<file path="config.mk">
export PLATFORM = sky130hd
export DESIGN_NAME = issue_scoreboard
export DESIGN_NICKNAME = d
export VERILOG_FILES = /design/src/rtl/issue_scoreboard.sv
export SDC_FILE = /design/constraint.sdc
export NUM_CORES = 1
export LEC_CHECK = 0
export ABC_AREA = 1
export ABC_CLOCK_PERIOD_IN_PS = 3650
export CAP_MARGIN = 20
export CELL_PAD_IN_SITES_DETAIL_PLACEMENT = 2
export CELL_PAD_IN_SITES_GLOBAL_PLACEMENT = 2
export CORE_ASPECT_RATIO = 1.2
export CORE_MARGIN = 2
export CORE_UTILIZATION = 30
export DETAILED_ROUTE_END_ITERATION = 10
export PLACE_DENSITY = 0.95
export SLEW_MARGIN = 15
export SYNTH_ARGS = -nofsm -noshare
export SYNTH_HDL_FRONTEND = slang
export SYNTH_SLANG_ARGS = --single-unit
</file>
<file path="constraint.sdc">
create_clock -name clock -period 3.65 [get_ports clock]
set_input_delay 0.365 -clock clock [delete_from_list [all_inputs] [get_ports clock]]
set_output_delay 0.365 -clock clock [all_outputs]
set_load 0.01 [all_outputs]
</file>
<file path="src/rtl/issue_scoreboard.sv">
// Issue-stage scoreboard: tracks per-register busy bits and memory-unit
// occupancy, raises a combinational stall to Decode on any hazard, and emits
// a registered one-cycle issue pulse with unit select and destination.
module issue_scoreboard #(
   parameter int NREGS  = 32,
   parameter int MEMLAT = 3,
   parameter int CNTW   = 16
) (
   input  logic             clock,
   input  logic             reset,
   input  logic [4:0]       id_iss_addra,
   input  logic [4:0]       id_iss_addrb,
   input  logic [4:0]       id_iss_regdest,
   input  logic             id_iss_writereg,
   input  logic             id_iss_selimregb,
   input  logic             id_iss_selalushift,
   input  logic             id_iss_readmem,
   input  logic             id_iss_writemem,
   input  logic             wb_iss_writereg,
   input  logic [4:0]       wb_iss_regdest,
   output logic             iss_stall,
   output logic             iss_ex_issue,
   output logic [1:0]       iss_ex_unit,
   output logic [4:0]       iss_ex_regdest,
   output logic [NREGS-1:0] iss_busy,
   output logic [CNTW-1:0]  iss_stallcount
);

   typedef enum logic [1:0] {
      UNIT_ALU = 2'b00,
      UNIT_SHF = 2'b01,
      UNIT_MEM = 2'b10
   } unit_e;

   localparam logic [3:0] MEMLAT_L = 4'(MEMLAT);

   logic [NREGS-1:0] busy_q, busy_d;
   logic [NREGS-1:0] wb_mask;
   logic [NREGS-1:0] busy_eff;
   logic [3:0]       memcnt_q, memcnt_d;
   logic [CNTW-1:0]  stallcnt_q, stallcnt_d;
   logic             issue_q;
   unit_e            unit_q;
   logic [4:0]       regdest_q;
   unit_e            unit_c;
   logic             haz_rawa, haz_rawb, haz_waw, haz_struct;
   logic             fire;

   // Decode the target execute unit; memory access takes priority over shift.
   always_comb begin
      unit_c = UNIT_ALU;
      if (id_iss_readmem || id_iss_writemem)
         unit_c = UNIT_MEM;
      else if (id_iss_selalushift)
         unit_c = UNIT_SHF;
   end

   // Effective busy: a same-cycle writeback frees its register (write-through RF).
   always_comb begin
      wb_mask = '0;
      if (wb_iss_writereg)
         wb_mask[wb_iss_regdest] = 1'b1;
      busy_eff    = busy_q & ~wb_mask;
      busy_eff[0] = 1'b0;
   end

   // Hazard detection and stall/fire decision.
   always_comb begin
      haz_rawa   = busy_eff[id_iss_addra];
      haz_rawb   = (~id_iss_selimregb | id_iss_writemem) & busy_eff[id_iss_addrb];
      haz_waw    = id_iss_writereg & busy_eff[id_iss_regdest];
      haz_struct = (unit_c == UNIT_MEM) && (memcnt_q != 4'd0);
      iss_stall  = haz_rawa | haz_rawb | haz_waw | haz_struct;
      fire       = ~iss_stall;
   end

   // Next-state for busy vector, memory occupancy and stall counter.
   // Writeback clear is applied before the fire set so the set wins on a collision.
   always_comb begin
      busy_d = busy_q;
      if (wb_iss_writereg)
         busy_d[wb_iss_regdest] = 1'b0;
      if (fire && id_iss_writereg && (id_iss_regdest != 5'd0))
         busy_d[id_iss_regdest] = 1'b1;
      busy_d[0] = 1'b0;

      memcnt_d = memcnt_q;
      if (fire && (unit_c == UNIT_MEM))
         memcnt_d = MEMLAT_L;
      else if (memcnt_q != 4'd0)
         memcnt_d = memcnt_q - 4'd1;

      stallcnt_d = stallcnt_q;
      if (iss_stall && (stallcnt_q != '1))
         stallcnt_d = stallcnt_q + CNTW'(1);
   end

   // State registers with asynchronous reset; issue outputs hold when not firing.
   always_ff @(posedge clock or posedge reset) begin
      if (reset) begin
         busy_q     <= '0;
         memcnt_q   <= '0;
         stallcnt_q <= '0;
         issue_q    <= 1'b0;
         unit_q     <= UNIT_ALU;
         regdest_q  <= '0;
      end else begin
         busy_q     <= busy_d;
         memcnt_q   <= memcnt_d;
         stallcnt_q <= stallcnt_d;
         issue_q    <= fire;
         if (fire) begin
            unit_q    <= unit_c;
            regdest_q <= id_iss_regdest;
         end
      end
   end

   assign iss_ex_issue   = issue_q;
   assign iss_ex_unit    = unit_q;
   assign iss_ex_regdest = regdest_q;
   assign iss_busy       = busy_q;
   assign iss_stallcount = stallcnt_q;

endmodule
</file>
==> metrics.csv <==
metric,value,unit
CP max FO,8,
Rel. slew slack,38.5,%
H-tree depth,3,
"Buf+Inv Stages, Crit Path",4,
r2r worst-path depth,13,
Crit Path Category,in -> out,
Max VDD drop,0.000334,V
"Period Utilization, post-route",96.5,%
"top cells by area, synth","dfrtp_1 35%, nand2_1 19%, nand3_1 17%, nor2_1 5.5%, nand4_1 5.2%",
routed via count,4909,
Critical Path Source Type,input port,
"top cells by count, synth","216 x nand2_1, 140 x nand3_1, 61 x nor2_1, 59 x dfrtp_1, 46 x inv_1",
Min-Delay Path Class,reg -> reg,
DRC,0,
number of max-cap violations,0,
PD cells,502,mW/mm2
FMAX,0.284,GHz
Synth Instances,639,
"wirelength, routed",19000,um
die area,0.0150,mm2
Rows,47,
ys async rst share,100,%
Core ar.,0.0138,mm2
WHS Path Cells,2,
post-route cell area,0.00548,mm2
Top Family by Delay on Critical Path,buffers and inverters,
clock sink total,59,
R2R setup slack,1020,ps
GP Congestion,0.953,
Final ANT Viol Nets,0,
CTS tree,done,
total CTS buffers,9,
Final HPWL DP,14600,um
"Net Count, Synth",669,
Slowest cell on crit path,clkdlybuf4s50_1,
status,finished clean,
drt wl/cell,21.3,um
leakage,2.54,nW
die height,134,um
critical path cell sequence,"clkdlybuf4s50_1, inv_1, nand2_1, clkinvlp_4, nor2_1, nand2_1, nor2_1, nor2_1, nand2_1, nand2_1, nor2_2, nor2_4, nand3_4, clkdlybuf4s50_1",
Antenna Cells,0,
"Cell Area, Synth",0.00420,mm2
dominant cell type by area after synthesis,dfrtp_1,
biggest cell delay along the critical path,540,ps
Least-Margin Pin Slew,922,ps
fin nets,752,
Worst EP required,3280,ps
worst endpoint data arrival time,3160,ps
vias per std cell,5.48,
critical path depth,14,
Worst path most repeated cell,nand2_1,
"Min Clock Period, post-route",3520,ps
"Seq/Total Area, Yosys",35.2,%
Seq cells post-synth,59,
Worst-Skew Late Latency,330,ps
yosys warns,0,
most frequent cell after synthesis,nand2_1,
vias in the first global route,5518,
share of layout cells above drive strength 1,5.79,%
initial core utilization,30.5,%
number of enable flip-flop cells after synthesis,0,
GRT Util Overall,25.9,%
syn_area_per_cell,6.57,um2
Pre-antenna DRT Iters,4,
area post-placement,0.00517,mm2
distinct cell type count after synthesis,32,
Critical Path End Type,output pin,
initial antenna violation count,0,
Max clock buf depth,2,
Slew Limit Fails,0,
largest net degree at the start of global routing,43,
DIE WIDTH,112,um
dominant synthesized flop cell,dfrtp_1,
Worst Skew,5.99,ps
num ports,85,
root buf cell,clkbuf_16,
final setup violation count,0,
Port Buffers,83,
Area Growth Syn to Fin,30.6,%
final hold vios,0,
"Hold-fix buffers, CTS",0,
first-pass GRT wire length,30700,um
Initial DRC Count,256,
GRT overflow,0,
Pwr Total,2.75,mW
Synth top area share,35.2,%
"Reg clk slew, reported paths",50,ps
==> path summary, 6_finish.rpt <==
path                                         from                  to
max in group asynchronous                   reset         memcnt_q[0]
worst max register to register       iss_busy[22]   iss_stallcount[5]
worst min register to register  iss_ex_regdest[2]   iss_ex_regdest[2]
min in group asynchronous                   reset  iss_stallcount[11]
worst min-delay path            iss_ex_regdest[2]   iss_ex_regdest[2]
worst max-delay path            id_iss_regdest[1]           iss_stall
==> per-layer routing <==
metal,global-route usage (%),vias up,share of wire (%)
li1,-,2275,-
met1,29.5,2456,40
met2,49.5,144,53
met3,3.18,34,4.1
met4,9.08,0,2.9
met5,0,-,0
==> power breakdown <==
part           leakage (nW)  total, mW  switching (mW)  internal (mW)
Clock                 0.151      0.876           0.300          0.575
Combinational          1.60      0.928           0.527          0.401
Sequential            0.789      0.950           0.161          0.789
==> sequential cells by signal, indices dropped and copies added (netlist names) <==
name,flops
iss_ex_regdest,5
memcnt_q,4
iss_ex_issue,1
iss_stallcount,16
iss_busy,31
iss_ex_unit,2
==> worst min-delay path, stage by stage, from the launching register on <==
cell and delay, ps:
dfrtp_1 340, nand2_1 60, o21ai_1 60
==> cell type report <==
| type | count | area (um2) |
|---|---|---|
| timing repair buffer | 93 | 906 |
| fill | 1688 | 8280 |
| inverter | 49 | 188 |
| clock buffer | 12 | 267 |
| multi-input combinational | 510 | 2400 |
| clock inverter | 2 | 35.0 |
| tap | 171 | 214 |
| sequential | 59 | 1480 |
==> per-stage QoR <==
step	utilization [%]	cells	hold WS (ps)	setup slack [ps]	TNS, ps
finish	39.8	896	498	128	0
global route	39.8	896	546	-34.4	-34.4
CTS	39.8	895	502	46.3	0
detailed placement	37.6	881	490	138	0
global placement	37.6	881	480	253	0
floorplan	-	639	476	1580	0
==> layout by cell type (no fill, tap or decap), types with 2 or more instances in the layout <==
cell / netlist / layout
xor2_1: 7 / 7
nand2_1: 216 / 216
nand4_1: 35 / 35
nand3_1: 140 / 140
nor2_2: 2 / 2
nor2_1: 61 / 61
o21ai_0: 7 / 7
clkbuf_16: 0 / 9
nor2_4: 5 / 5
ha_1: 2 / 2
inv_2: 2 / 3
xnor2_1: 6 / 6
buf_4: 4 / 10
clkdlybuf4s50_1: 0 / 83
a21oi_1: 3 / 3
inv_1: 46 / 45
nor3_1: 6 / 6
nand2_2: 3 / 3
dfrtp_1: 59 / 59
o21ai_1: 6 / 6
nor4_1: 2 / 2
clkbuf_8: 0 / 3
a21boi_0: 2 / 2
==> cells by family (layout without fill, tap and decap cells) <==
logic type	after synthesis	count (layout)	synth area share (%)
flip-flops	59	59	35.2
buffers and inverters	70	156	7.72
XOR/XNOR	13	13	2.71
AND/OR/NAND/NOR	475	475	51.2
multiplexers	1	1	0.239
other	1	1	0.0894
AO/OA/AOI/OAI	18	18	2.27
adder cells (fa/ha/maj)	2	2	0.596
==> what timing repair did <==
action                     CTS  global route
setup endpoints to repair    0             1
gates resized for setup      0             1
buffers inserted             0             1
No activity file was read; power rests on OpenSTA's default activity.
